File: src/rtl/mem_lmsm_sequencer.sv
// Expands one LM/SM instruction into single-word memory beats, one per set mask bit.
// Latency: beat 0 issues combinationally in the start cycle; N bits -> N beats in N cycles; LM writeback 1 cycle after each beat.
// Backpressure: stall holds EX/MEM and upstream while beats remain after the current one.
module mem_lmsm_sequencer #(
    parameter int DATA_W = 16,
    parameter int ADDR_W = 16,
    parameter int NREG   = 8
) (
    input  logic                    clock,
    input  logic                    clear,
    input  logic                    valid,
    input  logic                    lm,
    input  logic                    sm,
    input  logic [ADDR_W-1:0]       base_addr,
    input  logic [NREG-1:0]         reg_mask,
    output logic [$clog2(NREG)-1:0] rf_raddr,
    input  logic [DATA_W-1:0]       rf_rdata,
    output logic [ADDR_W-1:0]       mem_addr,
    output logic                    mem_we,
    output logic                    mem_re,
    output logic [DATA_W-1:0]       mem_wdata,
    input  logic [DATA_W-1:0]       mem_rdata,
    output logic                    wb_we,
    output logic [$clog2(NREG)-1:0] wb_addr,
    output logic [DATA_W-1:0]       wb_data,
    output logic                    stall,
    output logic                    busy,
    output logic                    done
);

    localparam int IDX_W = $clog2(NREG);

    typedef enum logic {
        IDLE  = 1'b0,
        BURST = 1'b1
    } state_t;

    state_t              state_q, state_d;
    logic [NREG-1:0]     rem_q, rem_d;
    logic [ADDR_W-1:0]   offset_q, offset_d;
    logic [ADDR_W-1:0]   base_q, base_d;
    logic                lm_q, lm_d;
    logic                wbv_q, wbv_d;
    logic [IDX_W-1:0]    wbidx_q, wbidx_d;

    // Beat-selection intermediates
    logic [NREG-1:0]     work_mask;
    logic [NREG-1:0]     rem_next;
    logic [ADDR_W-1:0]   beat_addr;
    logic                beat_lm;
    logic                issue;
    logic [IDX_W-1:0]    idx;

    // State and burst context registers; reset aborts any burst in flight
    always_ff @(posedge clock or negedge clear) begin
        if (!clear) begin
            state_q  <= IDLE;
            rem_q    <= '0;
            offset_q <= '0;
            base_q   <= '0;
            lm_q     <= 1'b0;
            wbv_q    <= 1'b0;
            wbidx_q  <= '0;
        end else begin
            state_q  <= state_d;
            rem_q    <= rem_d;
            offset_q <= offset_d;
            base_q   <= base_d;
            lm_q     <= lm_d;
            wbv_q    <= wbv_d;
            wbidx_q  <= wbidx_d;
        end
    end

    // Beat selection, memory/RF strobes, stall/done and next-state
    always_comb begin
        work_mask = '0;
        beat_addr = '0;
        beat_lm   = 1'b0;
        issue     = 1'b0;
        idx       = '0;
        state_d   = state_q;
        rem_d     = rem_q;
        offset_d  = offset_q;
        base_d    = base_q;
        lm_d      = lm_q;
        wbv_d     = 1'b0;
        wbidx_d   = wbidx_q;
        rf_raddr  = '0;
        mem_addr  = '0;
        mem_we    = 1'b0;
        mem_re    = 1'b0;
        mem_wdata = '0;
        stall     = 1'b0;
        done      = 1'b0;

        if (state_q == IDLE) begin
            // LM takes priority when both opcode flags are set
            work_mask = reg_mask;
            beat_addr = base_addr;
            beat_lm   = lm;
            issue     = valid & (lm | sm) & (|reg_mask);
        end else begin
            // EX/MEM is frozen; inputs are not consulted during the burst
            work_mask = rem_q;
            beat_addr = base_q + offset_q;
            beat_lm   = lm_q;
            issue     = |rem_q;
        end
        // Outputs read as zero while reset is asserted, even mid-cycle
        issue = issue & clear;

        // Lowest set bit wins: scan high to low so the last hit is the lowest
        for (int i = NREG - 1; i >= 0; i--) begin
            if (work_mask[i]) idx = IDX_W'(i);
        end
        rem_next = work_mask & (work_mask - NREG'(1));

        if (issue) begin
            mem_addr = beat_addr;
            if (beat_lm) begin
                mem_re  = 1'b1;
                wbv_d   = 1'b1;
                wbidx_d = idx;
            end else begin
                rf_raddr  = idx;
                mem_we    = 1'b1;
                mem_wdata = rf_rdata;
            end
            stall = |rem_next;
            done  = ~(|rem_next);
            rem_d = rem_next;
            if (state_q == IDLE) begin
                base_d   = base_addr;
                lm_d     = lm;
                offset_d = ADDR_W'(1);
            end else begin
                offset_d = offset_q + ADDR_W'(1);
            end
            state_d = (|rem_next) ? BURST : IDLE;
        end else if (state_q == BURST) begin
            state_d = IDLE;
        end
    end

    assign busy    = (state_q == BURST);
    // LM read data passes straight through to the register file one cycle after its beat
    assign wb_we   = wbv_q;
    assign wb_addr = wbv_q ? wbidx_q : '0;
    assign wb_data = wbv_q ? mem_rdata : '0;

endmodule

File: config.mk
export PLATFORM = sky130hd
export DESIGN_NAME = mem_lmsm_sequencer
export DESIGN_NICKNAME = d
export VERILOG_FILES = /design/src/rtl/mem_lmsm_sequencer.sv
export SDC_FILE = /design/constraint.sdc
export NUM_CORES = 1
export LEC_CHECK = 0
export CAP_MARGIN = 20
export CORE_MARGIN = 5
export CORE_UTILIZATION = 50
export CTS_BUF_LIST = sky130_fd_sc_hd__clkbuf_4
export DETAILED_ROUTE_END_ITERATION = 12
export GPL_ROUTABILITY_DRIVEN = 0
export PLACE_DENSITY = 0.91
export SLEW_MARGIN = 5
export SYNTH_ARGS = -nofsm -noshare
export SYNTH_HDL_FRONTEND = slang
export SYNTH_SLANG_ARGS = --single-unit
File: constraint.sdc
create_clock -name clock -period 3.8 [get_ports clock]
set_clock_uncertainty 0.1 [all_clocks]
set_input_delay 0.57 -clock clock [delete_from_list [all_inputs] [get_ports clock]]
set_output_delay 0.57 -clock clock [all_outputs]
set_load 0.1 [all_outputs]
==> results of run 1 <==
-- state kept, by name, summed over array words and instances, names as in the netlist --
signal    cells
offset_q     16
base_q       16
busy          1
lm_q          1
wb_we         1
wbidx_q       3
rem_q         7
-- power by group --
part           leakage, nW  internal, mW  total (mW)  switching (mW)
Clock               0.0433         0.144       0.304           0.160
Combinational         1.69         0.430        1.19           0.762
Sequential           0.582         0.577       0.680           0.102
-- path summary, 6_finish.rpt --
kind,startpoint,slack (ns),end,cells after the start
max,offset_q[0],0.25,mem_addr[14],9
min reg2reg,base_q[10],0.41,base_q[10],2
max reg2reg,busy,1.11,wbidx_q[0],7
min in group clock,base_q[10],0.41,base_q[10],2
max in group asynchronous,clear,2.98,wb_we,2
min,clear,0.22,base_q[7],2
-- cells by family after synthesis --
family	after synthesis
AND/OR/NAND/NOR	194
AO/OA/AOI/OAI	82
flip-flops	45
buffers and inverters	29
XOR/XNOR	25
adder cells (fa/ha/maj)	18
multiplexers	12
-- routing by layer --
metal	up-vias	track usage	share of wire
met2	170	0.433	0.51
met4	0	0.0619	0.019
met1	1613	0.286	0.39
li1	1634	-	-
met3	23	0.0609	0.083
met5	-	0	0
-- layout make-up --
cell class	count	share of cell area
timing repair buffer	128	0.314
clock inverter	2	0.00665
tap	80	0.0197
sequential	45	0.222
inverter	12	0.00887
multi-input combinational	331	0.420
clock buffer	6	0.00887
-- worst register-to-register path, cell delays in order, from the launching register on --
cell and delay (ns):
dfrtp_1 0.77, nor4b_1 0.41, a31oi_2 0.21, nand2_1 0.10
buf_4 0.19, nand2_1 0.22, nand2_1 0.23, mux2_2 0.35
-- cells in the final DEF, fill, tap and decap left out, types with 4 or more instances in the layout --
cell type and instances:
a21oi_1 20, inv_1 12, and2_1 39, o21bai_1 4
nor3_1 10, nand2_1 83, mux2_2 6, nand3_1 9
clkdlybuf4s50_1 60, a21o_1 5, clkbuf_4 6, xor2_1 5
dfrtp_1 45, o31ai_1 6, nor2_1 25, nand4_1 4
buf_4 28, a22o_1 5, buf_12 39, xnor2_1 20
o21ai_0 19, mux2i_1 6, ha_1 16
-- stage by stage --
step / cells / utilization
2_1_floorplan: 405 / -
4_1_cts: 604 / 0.760
3_5_place_dp: 596 / 0.749
6_report: 604 / 0.760
3_3_place_gp: 596 / 0.749
5_1_grt: 604 / 0.760
==> key figures, run 1 <==
Finish
  – Area of the multi-input gates: 2130 sq um
  – Share of cells above drive strength 1: 0.191
  – Final-layout fill cell count: 437
  – Reg area: 1130 sq um
  – Total inserted antenna cells: 0
  – Post-layout instance area: 5080 sq um
  – Nets: 601
  – Area growth, synth to finish: 50.0%

Clocking
  – Cts bufs inserted: 5
  – Post_cts resized: 0
  – Skew-Pair Late Insertion Delay: 0.37 ns
  – # Post-CTS Setup Buffers: 0
  – Hold bufs inserted after CTS: 0
  – Clock root cell: clkbuf_4
  – CTS tree: built
  – Reg clk slew, reported paths: 0.14 ns
  – H-Tree Depth: 2
  – CTS Buffer Depth: 2
  – Clk sinks: 45

Route
  – DR iter-0 viols: 276
  – DRC: 0
  – Vias: 3440
  – Drt pass-1 iters: 5
  – WL final: 10.2 mm
  – DR WL/cell: 16.9 um
  – Number of vias per cell: 5.70
  – Routed Antenna Nets: 0

Hold path
  – Worst min-delay path class: in2async

Yosys
  – Synth top area share: 0.332
  – Sequential share of the synthesized area: 0.332
  – Ys Warns: 0
  – Synthesized Nets: 483
  – Post-synth cell types: 55
  – Largest family of logic cells by synthesized area: simple AND/OR/NAND/NOR gates
  – Syn avg cell area: 8.36 sq um
  – Seq cells post-synth: 45
  – Synth Cell Area: 3390 sq um
  – Synth area leader: dfrtp_1
  – Post-synth EDFFs: 0
  – Mux cell area share after synthesis: 0.0377
  – Top FF cell, synth: dfrtp_1
  – Cell with the most instances after synthesis: nand2_1
  – Compound-Gate Fraction of Synth Area: 0.164
  – Post-synth ARST share: 1.00
  – Syn Inst Count: 405
  – Synth area leaders: dfrtp_1 33%, nand2_1 9.2%, and2_1 7.2%, ha_1 5.9%, xnor2_1 5.2%
  – Most frequent cells after synthesis: 83 x nand2_1, 45 x dfrtp_1, 39 x and2_1
  – Simple-gate share of the synthesized area: 0.289
  – Xor and xnor fraction of the mapped netlist area: 0.0646
  – Fraction of the mapped netlist area in adder cells: 0.0683

GRT
  – Initial antenna violation count: 0
  – Largest net degree at the start of global routing: 46
  – GRT Total Usage: 0.241
  – Number of global-route vias before repair: 3520
  – Grt ovf: 0
  – First-pass GRT wire length: 16.8 mm

Setup path
  – Worst Path Max Fanout: 5
  – Startpoint Class: register
  – CP Data Arrival Time: 2.88 ns
  – Cells along the critical path: ha_1 -> fa_1 -> a21oi_1 -> o221ai_2 -> nand3_2 -> o221ai_1 -> xnor2_1 -> o21ai_1 -> buf_12
  – CP top delay family: compound AO/OA/AOI/OAI gates
  – CP max stage delay: 0.46 ns
  – Critical path class: reg2out
  – Buffer and inverter count on the worst path: 1
  – Worst endpoint required time: 3.13 ns
  – CP max stage cell: dfrtp_1
  – Worst setup EP type: output port

Timing
  – Slew HR: 0.334
  – PnR worst setup slack: 0.248 ns
  – Period utilisation layout: 0.935
  – Max Freq: 0.282 GHz
  – # setup viols final: 0
  – Tmin final: 3.55 ns
  – RSZ-0062 raised after global routing: false
  – Setup TNS: 0 ns
  – Hold slack: 0.219 ns
  – Pins over their slew limit: 0
  – Least-Margin Pin Slew: 0.995 ns
  – Final hold vios: 0

Die
  – Core area: 6680 sq um
  – Die area: 8520 sq um
  – Starting density of the core: 0.507
  – Row Count: 30
  – I/O pin cnt: 121
  – DIE HEIGHT: 92.3 um
  – Die W: 92.3 um

Run
  – Number of max-cap violations: 0

Power and ir drop
  – Total power: 2.18 mW
  – Peak supply drop: 354 uV
  – Leakage: 2.31 nW
  – PD cells: 428 nW/um^2

Placed design
  – DP Wirelength: 8.03 mm
  – Pre-CTS setup slack: 0.565 ns
  – DP Area: 5000 sq um
  – Port Buffers: 120

Status
  – Outcome: completed
No activity file was read; power rests on OpenSTA's default activity.
==> inputs of run 2 (changes only) <==
Settings changed: CORE_MARGIN 5 to unset, CTS_CLUSTER_SIZE set to 20.
==> run 2 against run 1 <==
Against the previous run: global-route usage increased by 4.9 points; sequential share of layout area about the same; count of clock-buffer cells in the layout unchanged; the flow now finishes with violations (design-rule violations); highest routed layer unchanged; largest power group unchanged.
==> key figures, run 2 (synthesized netlist as in run 1, its figures left out) <==
Status
  – Outcome: finished, violations left
  – Failing checks: design-rule violations

Finish
  – Nets: 600
  – Layout Utilization: 0.787
  – Commonest non-fill, non-tap cell in the layout: nand2_1
  – Post-layout instance area: 5080 sq um
  – Total inserted antenna cells: 0
  – Share of cells above drive strength 1: 0.189
  – Largest registers: base_q: 16 flops, offset_q: 16 flops, rem_q: 7 flops
  – Area growth, synth to finish: 50.0%
  – Most frequent cells in the layout: 83 x nand2_1, 60 x clkdlybuf4s50_1, 45 x dfrtp_1, 40 x buf_12, 39 x and2_1

Timing
  – # setup viols final: 0
  – Least-Margin Pin Slew: 0.979 ns
  – Period utilisation layout: 0.927
  – RSZ-0062 raised after global routing: false
  – Tmin final: 3.52 ns
  – Final hold vios: 0
  – Setup TNS: 0 ns
  – Max Freq: 0.284 GHz
  – Slew HR: 0.345
  – Pins over their slew limit: 0

Clocking
  – Reg clk slew, reported paths: 0.14 ns
  – CTS Buffer Depth: 2
  – Clk sinks: 45
  – Hold bufs inserted after CTS: 0
  – Cts bufs inserted: 5
  – CTS tree: built
  – Post_cts resized: 0
  – Clock root cell: clkbuf_4
  – Skew-Pair Late Insertion Delay: 0.38 ns
  – H-Tree Depth: 2
  – # Post-CTS Setup Buffers: 0

Power and ir drop
  – Leakage: 2.32 nW
  – Total power: 2.18 mW
  – Peak supply drop: 270 uV
  – PD cells: 429 nW/um^2

Setup path
  – CP max stage delay: 0.45 ns
  – CP top delay family: compound AO/OA/AOI/OAI gates
  – CP max stage cell: dfrtp_1
  – Worst Path Max Fanout: 5
  – Worst endpoint required time: 3.13 ns
  – Worst setup EP type: output port
  – Critical path class: reg2out
  – Cells along the critical path: ha_1 -> fa_1 -> a21oi_1 -> o221ai_2 -> nand3_2 -> o311ai_2 -> xnor2_1 -> o21ai_1 -> buf_12
  – Startpoint Class: register
  – CP Data Arrival Time: 2.85 ns
  – Buffer and inverter count on the worst path: 1

Placed design
  – Port Buffers: 120
  – DP Wirelength: 7.68 mm
  – DP Area: 5000 sq um

Run
  – Number of max-cap violations: 0

Route
  – DR iter-0 viols: 241
  – DRC: 5
  – WL final: 9.82 mm
  – DR WL/cell: 16.4 um
  – Routed Antenna Nets: 0
  – Number of vias per cell: 5.78
  – Drt pass-1 iters: 9
  – Vias: 3465

GRT
  – Grt ovf: 0
  – Largest net degree at the start of global routing: 46
  – GRT Total Usage: 0.290
  – Initial antenna violation count: 0
  – First-pass GRT wire length: 16.2 mm
  – Number of global-route vias before repair: 3532

Die
  – Die area: 7110 sq um
  – DIE HEIGHT: 84.3 um
  – Row Count: 29
  – Die W: 84.3 um
  – I/O pin cnt: 121
  – Starting density of the core: 0.524
  – Core area: 6460 sq um

Hold path
  – Worst min-delay path class: in2async
-- run 2: cell count changes in the layout (fill, tap and decap cells not counted), sizes merged --
cell | before | now
buf | 68 | 67
-- run 2: per-layer routing --
| layer | track usage | wire, um | vias to the layer above | share of wire |
|---|---|---|---|---|
| li1 | - | - | 1634 | - |
| met2 | 0.535 | 5110 | 164 | 0.52 |
| met1 | 0.331 | 3760 | 1635 | 0.38 |
| met5 | 0 | 0 | - | 0 |
| met3 | 0.0560 | 673 | 32 | 0.069 |
| met4 | 0.108 | 272 | 0 | 0.028 |
-- run 2: final cells by class --
class	instances	area, sq um
Fill cell	401	1380
Clock buffer	6	45.0
Sequential cell	45	1130
Tap cell	77	96.3
Timing Repair Buffer	127	1600
Clock inverter	2	33.8
Inverter	12	45.0
Multi-Input combinational cell	331	2130
-- run 2: final timing paths --
path | from | depth (start not counted) | end | slack, ns
worst max-delay path | offset_q[0] | 9 | mem_addr[12] | 0.28
worst min register to register | base_q[0] | 2 | base_q[0] | 0.40
min in group clock | base_q[0] | 2 | base_q[0] | 0.40
max in group asynchronous | clear | 2 | rem_q[4] | 2.98
worst max register to register | busy | 7 | wbidx_q[0] | 1.26
worst min-delay path | clear | 2 | base_q[7] | 0.21
-- run 2: power breakdown --
part	leakage [nW]	internal, mW	switching [mW]
clock network	0.0433	0.144	0.161
registers	0.582	0.578	0.101
logic	1.69	0.430	0.765
-- run 2: per-stage QoR --
stage                     std cells  hold WS (ns)  setup slack, ns
after global routing            600         0.264            0.116
after global placement          592         0.361            0.635
after detailed placement        592         0.372            0.520
after floorplan                 405         0.174           -0.611
after CTS                       600         0.239            0.254
final                           600         0.210            0.276
